===== config.mk =====
export PLATFORM = sky130hd
export DESIGN_NAME = muldiv_unit
export DESIGN_NICKNAME = d
export VERILOG_FILES = /design/src/rtl/muldiv_unit.sv
export SDC_FILE = /design/constraint.sdc
export NUM_CORES = 1
export LEC_CHECK = 0
export CAP_MARGIN = 20
export CELL_PAD_IN_SITES_DETAIL_PLACEMENT = 0
export CELL_PAD_IN_SITES_GLOBAL_PLACEMENT = 1
export CORE_MARGIN = 1.5
export CORE_UTILIZATION = 45
export CTS_CLUSTER_DIAMETER = 120
export DETAILED_ROUTE_END_ITERATION = 7
export GPL_TIMING_DRIVEN = 0
export PLACE_DENSITY_LB_ADDON = 0.1
export SLEW_MARGIN = 20
export SYNTH_ARGS = -nofsm -noshare
export SYNTH_HDL_FRONTEND = slang
export SYNTH_SLANG_ARGS = --single-unit

===== constraint.sdc =====
create_clock -name clk -period 6.23 [get_ports clk]
set_input_delay 1.869 -clock clk [delete_from_list [all_inputs] [get_ports clk]]
set_output_delay 1.869 -clock clk [all_outputs]
set_load 0.005 [all_outputs]

===== src/rtl/muldiv_unit.sv =====
// Iterative RV32M multiply/divide unit: one radix-2 step per cycle on operand
// magnitudes, with sign fix-up and the divide special cases resolved at issue.
module muldiv_unit #(
    parameter int XLEN   = 32,
    parameter int REG_AW = 5
) (
    input  logic              clk,
    input  logic              rst,
    input  logic              start_i,
    input  logic              kill_i,
    input  logic [2:0]        op_i,
    input  logic [XLEN-1:0]   rs1Data_i,
    input  logic [XLEN-1:0]   rs2Data_i,
    input  logic [REG_AW-1:0] rdIn_i,
    output logic              busy_o,
    output logic              done_o,
    output logic [XLEN-1:0]   result_o,
    output logic [REG_AW-1:0] rdOut_o,
    output logic              wbEnable_o
);

    localparam int CW = $clog2(XLEN);
    localparam logic [XLEN-1:0] SIGNED_MIN = {1'b1, {(XLEN-1){1'b0}}};

    typedef enum logic [1:0] {IDLE, CALC, DONE} state_e;

    state_e              state_q;
    logic [CW-1:0]       count_q;
    logic [2:0]          op_q;
    logic [REG_AW-1:0]   rdCap_q;
    logic [REG_AW-1:0]   rdOut_q;
    logic [XLEN-1:0]     hi_q;
    logic [XLEN-1:0]     lo_q;
    logic [XLEN-1:0]     addend_q;
    logic [XLEN-1:0]     result_q;
    logic                negRes_q;
    logic                negRem_q;

    logic [XLEN-1:0]     hi_d;
    logic [XLEN-1:0]     lo_d;
    logic [XLEN:0]       mulSum;
    logic [XLEN:0]       divShift;
    logic [XLEN:0]       divDiff;
    logic [2*XLEN-1:0]   prodFinal;
    logic [XLEN-1:0]     quoFinal;
    logic [XLEN-1:0]     remFinal;
    logic [XLEN-1:0]     finalRes;

    logic                aSigned;
    logic                bSigned;
    logic                aNeg;
    logic                bNeg;
    logic [XLEN-1:0]     aMag;
    logic [XLEN-1:0]     bMag;
    logic                divZero;
    logic                divOvf;
    logic [XLEN-1:0]     fastRes;

    // Issue-time decode: operand magnitudes, signs and the divide fast paths.
    always_comb begin
        aSigned = (op_i == 3'b000) || (op_i == 3'b001) || (op_i == 3'b010) ||
                  (op_i == 3'b100) || (op_i == 3'b110);
        bSigned = (op_i == 3'b000) || (op_i == 3'b001) ||
                  (op_i == 3'b100) || (op_i == 3'b110);
        aNeg    = aSigned && rs1Data_i[XLEN-1];
        bNeg    = bSigned && rs2Data_i[XLEN-1];
        aMag    = aNeg ? -rs1Data_i : rs1Data_i;
        bMag    = bNeg ? -rs2Data_i : rs2Data_i;
        divZero = op_i[2] && (rs2Data_i == '0);
        divOvf  = op_i[2] && !op_i[0] && (rs1Data_i == SIGNED_MIN) && (rs2Data_i == '1);
        if (divZero)
            fastRes = op_i[1] ? rs1Data_i : '1;
        else
            fastRes = op_i[1] ? '0 : SIGNED_MIN;
    end

    // One iteration: {hi,lo} is the product register for multiply and the
    // {remainder, dividend/quotient} pair for restoring division.
    always_comb begin
        mulSum   = {1'b0, hi_q} + (lo_q[0] ? {1'b0, addend_q} : '0);
        divShift = {hi_q, lo_q[XLEN-1]};
        divDiff  = divShift - {1'b0, addend_q};
        if (op_q[2]) begin
            if (!divDiff[XLEN]) begin
                hi_d = divDiff[XLEN-1:0];
                lo_d = {lo_q[XLEN-2:0], 1'b1};
            end else begin
                hi_d = divShift[XLEN-1:0];
                lo_d = {lo_q[XLEN-2:0], 1'b0};
            end
        end else begin
            hi_d = mulSum[XLEN:1];
            lo_d = {mulSum[0], lo_q[XLEN-1:1]};
        end
        prodFinal = negRes_q ? -{hi_d, lo_d} : {hi_d, lo_d};
        quoFinal  = negRes_q ? -lo_d : lo_d;
        remFinal  = negRem_q ? -hi_d : hi_d;
        unique case (op_q)
            3'b000:                 finalRes = prodFinal[XLEN-1:0];
            3'b001, 3'b010, 3'b011: finalRes = prodFinal[2*XLEN-1:XLEN];
            3'b100, 3'b101:         finalRes = quoFinal;
            default:                finalRes = remFinal;
        endcase
    end

    always_ff @(posedge clk) begin
        if (rst) begin
            state_q  <= IDLE;
            count_q  <= '0;
            op_q     <= '0;
            rdCap_q  <= '0;
            rdOut_q  <= '0;
            hi_q     <= '0;
            lo_q     <= '0;
            addend_q <= '0;
            result_q <= '0;
            negRes_q <= 1'b0;
            negRem_q <= 1'b0;
        end else if (kill_i) begin
            state_q <= IDLE;
            count_q <= '0;
        end else begin
            unique case (state_q)
                IDLE: begin
                    if (start_i) begin
                        op_q     <= op_i;
                        rdCap_q  <= rdIn_i;
                        count_q  <= '0;
                        hi_q     <= '0;
                        negRes_q <= aNeg ^ bNeg;
                        negRem_q <= aNeg;
                        addend_q <= op_i[2] ? bMag : aMag;
                        lo_q     <= op_i[2] ? aMag : bMag;
                        if (divZero || divOvf) begin
                            result_q <= fastRes;
                            rdOut_q  <= rdIn_i;
                            state_q  <= DONE;
                        end else begin
                            state_q  <= CALC;
                        end
                    end
                end
                CALC: begin
                    hi_q    <= hi_d;
                    lo_q    <= lo_d;
                    count_q <= count_q + CW'(1);
                    if (count_q == CW'(XLEN-1)) begin
                        result_q <= finalRes;
                        rdOut_q  <= rdCap_q;
                        state_q  <= DONE;
                    end
                end
                default: state_q <= IDLE;
            endcase
        end
    end

    assign busy_o     = (state_q != IDLE);
    assign done_o     = (state_q == DONE);
    assign result_o   = result_q;
    assign rdOut_o    = rdOut_q;
    assign wbEnable_o = done_o && (rdOut_q != '0);

endmodule


-- Word level (Yosys, flattened, before mapping)
Cells that the tools add are included.
- register bits after elaboration: 150
- input bits: 76
- output and inout bits: 40
- word-level logic and storage cells: 102
- $add $sub $neg: 8
- equality and inequality tests: 17
- muxes and demuxes: 34
- bitwise gates (word level): 2
- reduce and logical (&&, ||, !) cells: 30
- operators with widths (kind ; count):
    32-bit 2-to-1 mux ; 18
    32-bit one-hot mux with 2 select lines ; 3
    32-bit negation ; 4
    32-bit one-hot mux with 3 select lines ; 1
    32-bit == test, second input constant ; 2
    64-bit 2-to-1 mux ; 1
    64-bit negation ; 1
    32-bit by 32-bit adder with 33-bit output ; 1
    33-bit by 32-bit subtractor with 33-bit output ; 1
    32-bit logical NOT ; 1
    5-bit 2-to-1 mux ; 4
    5-bit one-hot mux with 2 select lines ; 2
    3-bit == test, second input constant ; 4
    3-bit by 2-bit == test with 1-bit output, second input constant ; 3
    1-bit logical AND ; 7
    1-bit logical OR ; 7
    3-bit by 1-bit == test with 1-bit output, second input constant ; 2
    3-bit logical NOT ; 2
    2-bit 2-to-1 mux ; 3
    2-bit inequality test, second input constant ; 3
    3-bit AND reduction ; 2
    5-bit by 1-bit adder with 5-bit output, second input constant ; 1
    5-bit == test, second input constant ; 1
    5-bit AND reduction ; 1
    13 further kinds ; 16

-- Longest topological paths before layout
- depth after elaboration: 10
- mapped depth: 24
- depth with buffers taken out: 23

-- Worst setup path before layout
No wires, ideal clock.
- kind: flip-flop to flip-flop
- start point: reg op_q[2]
- end point: reg result_q[18], in the netlist result_o[18]
- arrival time: 4941 ps
- required time: 6144 ps
- path slack: 1204 ps
- stages on the path, launching flop included: 22
- buffers on the path: 8
- clock period less this slack: 5026 ps
- cell sequence: dfxtp_1 > buf_1 > buf_2 > buf_2 > buf_2 > buf_2 > buf_4 > buf_2 > buf_2 > mux2i_1 > ha_1 > o211ai_1 > nand2b_1 > or3_1 > nor4_1 > nand2_1 > a2111oi_1 > nand2_1 > o21ai_0 > xnor2_1 > nand2_1 > a211oi_1
- word-level cells in the longest chain between the ends: 6
- ends and longest elaborated chain (item ; RTL line ; RTL):
    from (decl) ; 29 ; logic [2:0] op_q;
    from (signal assigned) ; 126 ; op_q <= op_i;
    32-bit 2-to-1 mux ; 83 ; if (op_q[2]) begin
    64-bit negation (tied with other cells) ; 95 ; prodFinal = negRes_q ? -{hi_d, lo_d} : {hi_d, lo_d};
    64-bit 2-to-1 mux (tied with other cells) ; 95 ;
    32-bit one-hot mux with 3 select lines * ; 98 ; unique case (op_q)
    32-bit 2-to-1 mux * ; 147 ; if (count_q == CW'(XLEN-1)) begin
    32-bit one-hot mux with 2 select lines * ; 123 ; unique case (state_q)
    to (signal assigned) ; 135 ; result_q <= fastRes;
    to (signal assigned) ; 148 ; result_q <= finalRes;
    to (decl) ; 35 ; logic [XLEN-1:0] result_q;
Mark *: on every way between the ends. The rest lies on a longest branch, timed or not. The select of a mux whose other input is x is not followed.
A chain may end at the register's enable or synchronous reset.

-- Worst setup path in the final report
- start point: reg lo_q[31]
- end point: reg result_q[22], in the netlist result_o[22]
- word-level cells in the longest chain between the ends: 8
- ends and longest elaborated chain (item ; RTL line ; RTL):
    from (decl) ; 33 ; logic [XLEN-1:0] lo_q;
    from (signal assigned) ; 133 ; lo_q <= op_i[2] ? aMag : bMag;
    from (signal assigned) ; 145 ; lo_q <= lo_d;
    33-bit by 32-bit subtractor with 33-bit output ; 82 ; divDiff = divShift - {1'b0, addend_q};
    1-bit 2-to-1 mux / 32-bit 2-to-1 mux (equally long branches) ; 84 ; if (!divDiff[XLEN]) begin
    32-bit 2-to-1 mux ; 83 ;
    64-bit negation (tied with other cells) ; 95 ;
    64-bit 2-to-1 mux (tied with other cells) ; 95 ;
    32-bit one-hot mux with 3 select lines * ; 98 ;
    32-bit 2-to-1 mux * ; 147 ;
    32-bit one-hot mux with 2 select lines * ; 123 ;
Marked as above.

==> impl_metrics.json <==
{
  "status": "finished, violations left",
  "violations": "setup timing",
  "num_antenna_cells": 0,
  "ctsHoldBuffers": 0,
  "numClockSinks": 150,
  "placed_cell_area_um2": 18500,
  "syn_nets": 2540,
  "worstPathRequired_ps": 6530,
  "pwr_density_cell_nw_per_um2": 184,
  "maxCapViolCount": 0,
  "drtIter0Drc": 2220,
  "netlist.area_leader.share": 0.179,
  "routedWlPerCell_um": 27.7,
  "synth_area_leaders": "dfxtp_1 (18%), nor2_1 (6.8%), nand2_1 (5.9%)",
  "io_pins": 116,
  "port_buffers": 115,
  "arrival_ps": 6560,
  "fin_worst_skew_ps": 13.2,
  "crit_start": "lo_q[31]",
  "clkTransAtPathRegs_ps": 70,
  "final_cell_area_um2": 19300,
  "synth_top_flop_cell": "dfxtp_1",
  "fin_util": 0.527,
  "drtPass1Iterations": 8,
  "cts_tree": "yes",
  "yosysMostFrequentCell": "nor2_1",
  "placed_cells": 2975,
  "min_from": "rdCap_q[0]",
  "vias": 20200,
  "synth.distinct_cells": 109,
  "antenna_found_initial": 3,
  "globalplace.congestion": 1.01,
  "die-height_um": 196,
  "drc": 0,
  "leakage_nw": 6.98,
  "final_nets": 2679,
  "synthesis.area_um2": 16700,
  "grt_pass1_wl_mm": 123,
  "fp.dieW_um": 196,
  "synthTopCellsByCount": "nor2_1 (303), nand2_1 (264), a21oi_1 (181)",
  "synth_enable_flop_cells": 0,
  "place_hpwl_mm": 68.6,
  "detail-route-antenna-nets": 0,
  "slew_viol_final": 0,
  "worst_hold_slack_ps": 459,
  "rsz0062_at_grt": "yes",
  "grt.overflow.total": 0,
  "fin_cells": 3010,
  "n_fill_cell": 3713,
  "multiInputGateArea_um2": 12900,
  "setup_slack_ps": -33.4,
  "cts_buffers": 17,
  "worstSkewPairLatency_ps": 450,
  "setup_viol": 2,
  "async_flop_share": 0,
  "core_area_um2": 36600,
  "hold_class": "reg2reg",
  "ys_ff_latch": 150,
  "die_area_um2": 38300,
  "area_growth_pct": 15.3,
  "drive_gt1_frac": 0.0661,
  "rows": 70,
  "initial_core_util": 0.457,
  "grt_pass1_vias": 19200,
  "crit_path_end_kind": "register",
  "grtUsageTotal": 0.429,
  "dp_slack_ps": -1480,
  "synth_seq_area_share": 0.179,
  "final-seq-area_um2": 3000,
  "relSlewSlack": 0.209,
  "reg2reg_from": "lo_q[31]",
  "clock-root-buffer": "clkbuf_16",
  "synth_largest_area_cell": "dfxtp_1",
  "path_max_fanout": 10,
  "netlist_instances": 2391,
  "fin_crit_ps": 6260,
  "vias_per_cell": 6.72,
  "worst_pin_slew_ps": 1190,
  "fmax_mhz": 160,
  "ys_warn_count": 0,
  "grt_max_degree": 20,
  "cp-start-kind": "register",
  "cts_buffer_depth": 2,
  "period_share": 1.01,
  "h-tree-depth": 4,
  "worstSetupPathType": "reg2reg",
  "avgSynthCellArea_um2": 7.00,
  "irDropWorstVdd_uv": 175,
  "hold_violations": 0,
  "wl_mm": 83.4
}
routing by layer:
layer,part of all wire,GRT usage,up-vias
li1,-,-,9061
met1,0.38,0.509,9532
met2,0.44,0.690,1277
met3,0.097,0.0877,341
met4,0.085,0.313,6
met5,0.00050,0,-
layout make-up:
type,instances,share of cell area
Multi-Input combinational cell,2002,0.670
Sequential cell,150,0.156
Timing Repair Buffer,121,0.0620
Buffer,164,0.0370
Tap cell,468,0.0304
Clock buffer,20,0.0237
Inverter,74,0.0144
Clock inverter,11,0.00727
where the power goes:
part / switching [mW] / internal (mW) / total (mW)
sequential: 0.0606 / 1.00 / 1.06
combinational: 0.940 / 0.447 / 1.39
clock: 0.482 / 0.620 / 1.10
critical path, cell delays in order, from the launching register on:
cell      delay, ps
dfxtp_1         390
inv_1           130
ha_1            250
inv_1            70
fa_1            460
a211oi_4        290
o21ai_2         180
o221a_2         380
o21ai_4         390
nand3_2         210
buf_6           210
nand2_2         260
clkbuf_2        410
nand2_1         140
a31oi_2         330
inv_1            80
ha_1            250
o31ai_1         300
nor2_1          250
nand4_1         360
o21ai_0         160
xnor2_1         200
a21oi_1         270
o22ai_1         120
registers in the layout, summed over array words and instances (netlist names), 2 cells and up:
register and count:
result_o 32, hi_q 32, rdCap_q 5, lo_q 32, rdOut_o 5, op_q 3, state_q 2, count_q 5
addend_q 32
cells in the final DEF, fill, tap and decap left out, types with 19 or more instances in the layout:
cell type,instances
a211oi_1,38
a311oi_1,32
a22oi_1,39
or3_1,19
and2_1,47
mux2i_1,55
ha_1,71
xnor2_1,107
nor2_1,303
o31ai_1,30
inv_1,72
nand4_1,35
clkbuf_1,118
clkdlybuf4s50_1,115
buf_2,23
o21ai_0,178
xor2_1,71
nor3_1,61
nand3_1,43
dfxtp_1,150
nand2_1,262
a31oi_1,24
nor4_1,20
a21oi_1,180
o211ai_1,66
a21o_1,24
per-stage QoR:
stage                     power, mW  setup TNS (ps)
after floorplan                1.85               0
after global placement         2.37          -14990
after detailed placement       2.38          -16360
after CTS                      3.47               0
after global routing           3.64           -18.8
final                          3.55           -56.1
logic make-up (layout without fill, tap and decap cells):
logic type,Yosys count,in the layout,share of synthesized area
compound gates,786,786,0.317
xor+xnor,178,178,0.0932
fa+ha+maj,73,73,0.0555
buf+inv,239,390,0.0586
flops,150,150,0.179
mux,65,65,0.0396
simple gates,900,900,0.257
worst paths after layout:
| path | end | depth (start not counted) | slack [ps] |
|---|---|---|---|
| worst max-delay path | result_o[22] | 23 | -30 |
| worst min-delay path | rdCap_q[0] | 2 | 460 |
| worst max register to register | result_o[22] | 23 | -30 |
| worst min register to register | rdCap_q[0] | 2 | 460 |
what timing repair did:
item / 4_1_cts / 5_1_grt
pin swaps: 2 / 3
resized for setup: 12 / 22
setup endpoints to repair: 16 / 37
buffers inserted: 2 / 3
(Power assumes the default switching activity.)
